<file path="src/rtl/alu_sched.sv">
// alu_sched: two-port round-robin sequencer for the shared ALU with divide-by-zero trap.
// Optional macro ALU_SCHED_LOCK_EN adds lock0/lock1 so an owner can keep tie priority.
module alu_sched #(
    parameter int DATA_W = 32,
    parameter int OP_W = 5,
    parameter logic [OP_W-1:0] ALUOP_DIV = OP_W'(4)
) (
    input  logic              clk,
    input  logic              rst_n,
    input  logic              req0_valid,
    output logic              req0_ready,
    input  logic [OP_W-1:0]   req0_aluop,
    input  logic [DATA_W-1:0] req0_val1,
    input  logic [DATA_W-1:0] req0_val2,
    input  logic              req1_valid,
    output logic              req1_ready,
    input  logic [OP_W-1:0]   req1_aluop,
    input  logic [DATA_W-1:0] req1_val1,
    input  logic [DATA_W-1:0] req1_val2,
`ifdef ALU_SCHED_LOCK_EN
    input  logic              lock0,
    input  logic              lock1,
`endif
    output logic              rsp0_valid,
    input  logic              rsp0_ready,
    output logic [DATA_W-1:0] rsp0_result,
    output logic              rsp0_err,
    output logic              rsp1_valid,
    input  logic              rsp1_ready,
    output logic [DATA_W-1:0] rsp1_result,
    output logic              rsp1_err,
    output logic [DATA_W-1:0] alu_val1,
    output logic [DATA_W-1:0] alu_val2,
    output logic [OP_W-1:0]   alu_aluop,
    output logic              alu_is_op,
    input  logic [DATA_W-1:0] alu_result
);

    typedef enum logic [1:0] {IDLE, EXEC, RESP} state_t;

    state_t              state_q, state_d;
    logic                last_q;
    logic                owner_q;
    logic [OP_W-1:0]     op_q;
    logic [DATA_W-1:0]   val1_q, val2_q;
    logic [DATA_W-1:0]   res_q;
    logic                err_q;

    logic                grant0, grant1;
    logic                accept;
    logic                win;
    logic [OP_W-1:0]     sel_op;
    logic [DATA_W-1:0]   sel_val1, sel_val2;
    logic                div_zero;
    logic                upd_last;
    logic                rsp_fire;

    // Saturated quotient reported when the divisor is zero.
    function automatic logic [DATA_W-1:0] div_zero_result();
        return '1;
    endfunction

    // last_q names the port granted most recently; a tie goes to the other one.
    assign grant0   = req0_valid && (!req1_valid || last_q);
    assign grant1   = req1_valid && (!req0_valid || !last_q);
    assign win      = grant1;
    assign sel_op   = win ? req1_aluop : req0_aluop;
    assign sel_val1 = win ? req1_val1  : req0_val1;
    assign sel_val2 = win ? req1_val2  : req0_val2;
    assign div_zero = (sel_op == ALUOP_DIV) && (sel_val2 == '0);

`ifdef ALU_SCHED_LOCK_EN
    assign upd_last = win ? !lock1 : !lock0;
`else
    assign upd_last = 1'b1;
`endif

    always_comb begin
        state_d    = state_q;
        accept     = 1'b0;
        rsp_fire   = 1'b0;
        req0_ready = 1'b0;
        req1_ready = 1'b0;
        rsp0_valid = 1'b0;
        rsp1_valid = 1'b0;
        alu_is_op  = 1'b0;
        case (state_q)
            IDLE: begin
                // Ready is held low while reset is asserted so nothing looks accepted.
                accept     = rst_n && (grant0 || grant1);
                req0_ready = accept && !win;
                req1_ready = accept && win;
                if (accept)
                    state_d = div_zero ? RESP : EXEC;
            end
            EXEC: begin
                alu_is_op = 1'b1;
                state_d   = RESP;
            end
            RESP: begin
                rsp0_valid = !owner_q;
                rsp1_valid = owner_q;
                rsp_fire   = owner_q ? rsp1_ready : rsp0_ready;
                if (rsp_fire)
                    state_d = IDLE;
            end
            default: state_d = IDLE;
        endcase
    end

    always_ff @(posedge clk or negedge rst_n) begin
        if (!rst_n) begin
            state_q <= IDLE;
            last_q  <= 1'b1;
            owner_q <= 1'b0;
            op_q    <= '0;
            val1_q  <= '0;
            val2_q  <= '0;
            res_q   <= '0;
            err_q   <= 1'b0;
        end else begin
            state_q <= state_d;
            if (accept) begin
                op_q    <= sel_op;
                val1_q  <= sel_val1;
                val2_q  <= sel_val2;
                owner_q <= win;
                if (upd_last)
                    last_q <= win;
                if (div_zero) begin
                    res_q <= div_zero_result();
                    err_q <= 1'b1;
                end else begin
                    err_q <= 1'b0;
                end
            end else if (state_q == EXEC) begin
                res_q <= alu_result;
            end
        end
    end

    assign alu_val1    = val1_q;
    assign alu_val2    = val2_q;
    assign alu_aluop   = op_q;
    assign rsp0_result = res_q;
    assign rsp1_result = res_q;
    assign rsp0_err    = rsp0_valid && err_q;
    assign rsp1_err    = rsp1_valid && err_q;

endmodule

</file>
<file path="config.mk">
export PLATFORM = sky130hd
export DESIGN_NAME = alu_sched
export DESIGN_NICKNAME = d
export VERILOG_FILES = /design/src/rtl/alu_sched.sv
export SDC_FILE = /design/constraint.sdc
export NUM_CORES = 1
export LEC_CHECK = 0
export ABC_AREA = 1
export BUFFER_PORTS_ARGS = -buffer_cell sky130_fd_sc_hd__buf_4
export CAP_MARGIN = 20
export CORE_AREA = 3 3 143 89
export CTS_CLUSTER_DIAMETER = 40
export DETAILED_ROUTE_END_ITERATION = 7
export DIE_AREA = 0 0 146 92
export GPL_ROUTABILITY_DRIVEN = 1
export HOLD_SLACK_MARGIN = 0.05
export PLACE_DENSITY = 0.86
export RECOVER_POWER = 100
export SETUP_SLACK_MARGIN = 0.3
export SYNTH_ARGS = -nofsm -noshare
export SYNTH_HDL_FRONTEND = slang
export SYNTH_SLANG_ARGS = --single-unit
</file>
<file path="constraint.sdc">
create_clock -name clk -period 3.2 [get_ports clk]
set_input_delay 0.8 -clock clk [delete_from_list [all_inputs] [get_ports clk]]
set_output_delay 0.8 -clock clk [all_outputs]
set_load 0.1 [all_outputs]
</file>
# Word-level counts from Yosys, hierarchy flattened
# Index checks and enable logic that the tools add are counted.
word_totals:
  regBits: 106
  in_bits: 176
op_classes:
  eq_ne: 6
  muxes: 18
  n_reduce_logical: 21
ops:
  columns: ["operator", "count"]
  rows:
  - ["two-way mux 32 bit", 5]
  - ["logical NOT 32 bit", 1]
  - ["logical AND 1 bit", 8]
  - ["two-way mux 1 bit", 8]
  - ["two-way mux 2 bit", 3]
  - ["one-hot mux 2 bit (3 select lines)", 1]
  - ["equality test 5 x 3 -> 1 bit (second input constant)", 1]
  - ["logical NOT 1 bit", 5]
  - ["two-way mux 5 bit", 1]
  - ["inequality test 2 bit (second input constant)", 2]
  - ["AND reduction 2 bit", 2]
  - ["logical OR 1 bit", 3]
  - ["equality test 2 x 1 -> 1 bit (second input constant)", 1]
  - ["equality test 2 bit (second input constant)", 1]
  - ["logical NOT 2 bit", 1]
  - ["inequality test 2 x 1 -> 1 bit (second input constant)", 1]
  - ["nonzero test 2 bit", 1]

# Logic depth before layout (Yosys ltp)
# Gate-level depths: netlist (run 1).
logic_depth:
  depth_word: 9
  mapped_depth: 14

# Worst setup path after synthesis (run 1)
# No wires, ideal clock.
synth_timing:
  path_kind: "register to output"
  start: "register state_q[0]"
  end: "output rsp0_err"
  arrival_time_ns: 2.660
  setup_slack_ns: -0.260
  stages_incl_launch_ff: 4
  path_buffers: 0
  cell_sequence: "dfrtp_1 > inv_1 > nand2_1 > nor3_1"
synth_via:
  elab_chain_cells: 3
synth_lines:
  columns: ["item", "line_no", "text"]
  rows:
  - ["start, declared", "41", "state_t state_q, state_d;"]
  - ["start signal, assigned", "122", "state_q <= state_d;"]
  - ["equality test 2 bit", "87", "case (state_q)"]
  - ["two-way mux 1 bit", "87", null]
  - ["logical AND 1 bit", "147", "assign rsp0_err = rsp0_valid && err_q;"]
  - ["end, declared", "27", "output logic rsp0_err,"]
# Every way passes these cells.

# Final worst setup path (run 1)
layout_timing:
  start: "input req1_valid"
  end: "output req0_ready"
layout_via:
  elab_chain_cells: 7
  word_cells_on_any_way: 9
layout_lines:
  columns: ["item", "line_no", "text"]
  rows:
  - ["start, declared", "15", "input logic req1_valid,"]
  - ["logical NOT 1 bit", "64", "assign grant0 = req0_valid && (!req1_valid || last_q);"]
  - ["logical OR 1 bit", "64", null]
  - ["logical AND 1 bit", "64", null]
  - ["logical OR 1 bit", "90", "accept = rst_n && (grant0 || grant1);"]
  - ["logical AND 1 bit", "90", null]
  - ["logical AND 1 bit (*)", "91", "req0_ready = accept && !win;"]
  - ["two-way mux 1 bit (*)", "87", null]
  - ["end, declared", "11", "output logic req0_ready,"]
# Every way passes the cells marked *; elsewhere a longest branch is shown, timed or not.

==> results of run 1 <==
==> state kept, by name (all words and copies together) (netlist names) <==
signal and count:
alu_val1 32, rsp0_result 32, state_q 2, alu_val2 32
owner_q 1, err_q 1, last_q 1, alu_aluop 5
==> cell usage after synthesis, drive strengths merged <==
library cell	count
nand2	289
nand3	116
dfrtp	105
buf	54
or2	32
inv	28
o21ai	26
nor2	23
clkbuf	22
nand3b	17
nor3	4
a2111oi	1
a21oi	1
and3	1
clkinv	1
dfstp	1
nand4	1
o21a	1
==> kinds of logic after synthesis <==
logic type	Yosys count
AOI/OAI and AO/OA	29
buffers and inverters	105
DFF	106
and+or+nand+nor	483
==> timing repair <==
action,in CTS,in global routing
endpoints found under the setup margin,0,2
resized for setup,0,2
endpoints found under the hold margin,0,0
==> cell type report <==
cell class | instances | share of cell area, %
clock buffers | 10 | 3.03
clock inverters | 6 | 1.29
inverters | 29 | 1.44
multi-input cells | 512 | 30.7
flip-flops and latches | 106 | 35.1
well taps | 160 | 2.65
repair buffers | 329 | 25.8
==> worst max path at each step <==
stage,slack [ns],cells past startpoint,to,startpoint
4_1_cts,0.33,5,req0_ready,last_q
3_5_place_dp,0.26,13,rsp0_result[2],req0_valid
6_report,0.36,6,req0_ready,req1_valid
5_1_grt,0.19,13,rsp0_result[6],req0_valid
2_1_floorplan,-0.26,3,rsp0_err,state_q[0]
3_3_place_gp,0.35,13,rsp0_result[4],req0_valid
==> worst max-delay path: cells and delay by family <==
family,cells,cell delay (ns)
and+or+nand+nor,2,0.19
buffers and inverters,3,0.54
AOI/OAI and AO/OA,1,0.50
==> routing by layer <==
metal,track usage (%),vias up,routed length (um)
met2,44.0,221,9040
met3,6.86,14,1420
li1,-,2784,-
met5,0,-,0
met1,35.7,2724,7840
met4,4.77,0,176
==> stage by stage <==
stage	cells	util [%]
detailed placement	1136	68.1
global route	1152	66.5
floorplan	723	-
global placement	1136	68.1
finish	1152	66.5
CTS	1152	71.0
==> flow_summary.toml, run 1 <==
[sta]
fmax_mhz = 352
slew_headroom_pct = 10.9
tightest_slew_ns = 1.34
fin_hold_ws_ns = 0.473
final_max_slew_viol_count = 0
setup_ws_ns = 0.361
hold_viol = 0
period_minus_slack_ns = 2.84
rsz0062_at_grt = "no"
fin_tns_setup_ns = 0
setup_violations = 0
skew_ns = 0.00793
post-route-period-util_pct = 88.7

[synth]
synth_fa_ha_area_share_pct = 0
yosys_warnings = 0
synth-seq-area-share_pct = 48.2
synth_cell_type_count = 25
syn_inst = 723
syn_area_um2 = 5510
synth.top_cells.by_area = "dfrtp_1 48%, nand2_1 19%, nand3_1 11%"
synth-compound-area-share_pct = 2.86
synth_top_area_cell = "dfrtp_1"
syn_avg_cell_area_um2 = 7.62
synth_xor_area_share_pct = 0
synthMuxAreaShare_pct = 0
synth-seq-cells = 106
synth_top_area_share_pct = 47.7
synthesis.nets = 899
yosys.area_share.simple_pct = 38.8
synth_top_family_by_area = "simple AND/OR/NAND/NOR gates"

[detailed_routing]
antenna_left = 0
vias = 5743
wl_per_cell_um = 16.0
wl_mm = 18.5
drtIter0Drc = 292
route.detailed.drc = 0
first_pass_iters = 5
viasPerCell = 4.99

[layout]
ff_latch_area_um2 = 2650
n_antenna_cell = 0
final_common_cell = "nand2_1"
nets = 1163
drive_above_1_share_pct = 25.1
mostFrequentLayoutCells = "286 x nand2_1, 187 x buf_4, 136 x clkbuf_1"
multi_input_area_um2 = 2320
area_growth_pct = 37.2
fill_cells = 1109
fin_area_um2 = 7560

[clock_network]
cts_made_buffers = 9
holdBufCountCts = 0
clock-root-buffer = "clkbuf_16"
clk_pin_slew_ns = 0.07
htreeDepth = 3
insertion_delay_ns = 0.34
post_cts_buffers = 0
cts_tree = "built"
clkSinkCount = 106
clk_path_buf_depth = 2

[grt]
gr-total-overflow = 0
track_usage_pct = 26.5
grt_pass1_vias = 5441
grt_max_degree = 92
antenna_found_initial = 0
grt_first_pass_wirelength_mm = 28.7

[die]
die_h_um = 92
initial_core_util_pct = 48.4
die_x_um = 146
row_count = 30
core_area_um2 = 11400
ioPinCount = 316
die_area_um2 = 13400

[placed_design]
dpl.hpwl_mm = 13.8
dpl_worst_slack_ns = 0.262
gp_congestion = 0.876
port_buffers = 315
place_area_um2 = 7750

[critical_path]
r2r_cells = 12
cp_slowest_cell = "o21ai_0"
crit_chain = "buf_4 -> o21ai_0 -> nor2_4 -> nand2_1 -> clkinv_1 -> buf_4"
critical_path_class = "in -> out"
worst-r2r-setup-slack_ns = 0.52
start_kind = "input pin"
worstReg2RegStart = "last_q"
crit_arrival_ns = 2.04
cp-end-kind = "output port"
crit_fanout = 8
critPathMostFrequentCell = "buf_4"
critPathRequiredTime_ns = 2.40
slowest_delay_ns = 0.50
timing.rr.end = "rsp0_result[15]"

[run_status]
outcome = "complete, no violations"

[worst_hold_path]
hold_end = "alu_val2[23]"
whs_path_depth = 2
hold_start = "alu_val2[23]"
min_path_type = "reg -> reg"

[run]
maxCapViolCount = 0
Power of run 1 is left out: the tool's default activity adds up to more than one toggle a clock period on the data nets, which glitch-free logic cannot reach.
==> run 2: changes to the inputs <==
Settings changed: REMOVE_ABC_BUFFERS set to 1.
==> run 2 against run 1 <==
Compared with the run above:
- die area is the same
- flip-flop and latch count is the same
- worst hold slack lost 0.0016 ns
- routed wire length shrank 2.6%
==> flow_summary.toml, run 2 (synthesis results as in run 1) <==
[clock_network]
cts_tree = "built"
clkSinkCount = 106
cts_made_buffers = 9
clk_pin_slew_ns = 0.06
post_cts_buffers = 0
clock-root-buffer = "clkbuf_16"
htreeDepth = 3
insertion_delay_ns = 0.34
clk_path_buf_depth = 2

[detailed_routing]
route.detailed.drc = 0
wl_mm = 18.0
first_pass_iters = 5
drtIter0Drc = 317
antenna_left = 0
viasPerCell = 4.92
vias = 5648
wl_per_cell_um = 15.7

[sta]
tightest_slew_ns = 1.26
slew_headroom_pct = 16.1
hold_viol = 0
rsz0062_at_grt = "no"
skew_ns = 0.00644
setup_violations = 0
final_max_slew_viol_count = 0
setup_ws_ns = 0.363
post-route-period-util_pct = 88.7
period_minus_slack_ns = 2.84
fin_hold_ws_ns = 0.471
fmax_mhz = 352

[critical_path]
crit_fanout = 5
cp-end-kind = "output port"
crit_chain = "clkbuf_1 -> o21ai_0 -> nor2_4 -> inv_1 -> nor2_2 -> buf_4"
slowest_delay_ns = 0.33
start_kind = "input pin"
worstReg2RegStart = "last_q"
worst-r2r-setup-slack_ns = 0.50
timing.rr.end = "rsp0_result[22]"
crit_arrival_ns = 2.04
crit_start = "rst_n"
critPathRequiredTime_ns = 2.40
critical_path_class = "in -> out"
cp_slowest_cell = "buf_4"
r2r_cells = 12

[worst_hold_path]
min_path_type = "reg -> reg"
hold_end = "alu_val2[27]"
hold_start = "alu_val2[27]"
whs_path_depth = 2

[die]
die_area_um2 = 13400
core_area_um2 = 11400
ioPinCount = 316
row_count = 30
die_x_um = 146
die_h_um = 92
initial_core_util_pct = 48.4

[placed_design]
port_buffers = 315
place_area_um2 = 7750
dpl_worst_slack_ns = 0.272
gp_congestion = 0.868
dpl.hpwl_mm = 13.6

[grt]
track_usage_pct = 25.9
use_met3_pct = 8.35
grt_pass1_vias = 5436
antenna_found_initial = 0
grt_use_met2_pct = 44.4
busiest_layer = "met2"
grt_first_pass_wirelength_mm = 27.9
grtUsageMet1_pct = 32.0
gr-total-overflow = 0
grt_max_degree = 92

[layout]
fin_util_pct = 66.1
fin_area_um2 = 7520
fill_cells = 1106
area_growth_pct = 36.5
nets = 1161
drive_above_1_share_pct = 24.6
n_antenna_cell = 0
final_common_cell = "nand2_1"
mostFrequentLayoutCells = "286 x nand2_1, 185 x buf_4, 137 x clkbuf_1"

[run_status]
outcome = "complete, no violations"

[run]
maxCapViolCount = 0
run 2: layer usage:
layer / wire (um) / vias up
li1: - / 2777
met1: 7210 / 2618
met2: 9000 / 229
met3: 1480 / 24
met4: 306 / 0
met5: 0 / -
run 2: cell type report:
class	instances	area, um^2	share of cell area (%)
sequential	106	2650	35.3
multi-input combinational	512	2320	30.8
timing repair buffer	327	1940	25.9
clock buffer	10	229	3.04
tap	160	200	2.66
inverter	29	109	1.45
clock inverter	3	67.6	0.899
run 2: repair_timing:
| item | CTS | global route |
|---|---|---|
| gates resized for setup | 0 | 1 |
| hold buffers | 0 | 0 |
| endpoints found under the setup margin | 0 | 1 |
run 2: worst max-delay path by stage:
stage | end | slack [ns] | cells after the start
5_1_grt | rsp0_result[11] | 0.20 | 13
3_3_place_gp | rsp0_result[1] | 0.39 | 13
6_report | req1_ready | 0.36 | 6
4_1_cts | req0_ready | 0.37 | 6
3_5_place_dp | rsp0_result[21] | 0.27 | 13
2_1_floorplan | req1_ready | -2.95 | 4
run 2: per-stage QoR:
stage	instances	TNS, ns
floorplan	647	-85.44
global placement	1134	0
detailed placement	1134	0
CTS	1147	0
global route	1147	0
finish	1147	0
run 2: worst max-delay path, delay by kind of cell:
family          cells  cell delay, ns
compound gates      1            0.26
simple gates        2            0.37
buf+inv             3            0.58
Power of run 2 is left out for the same reason.
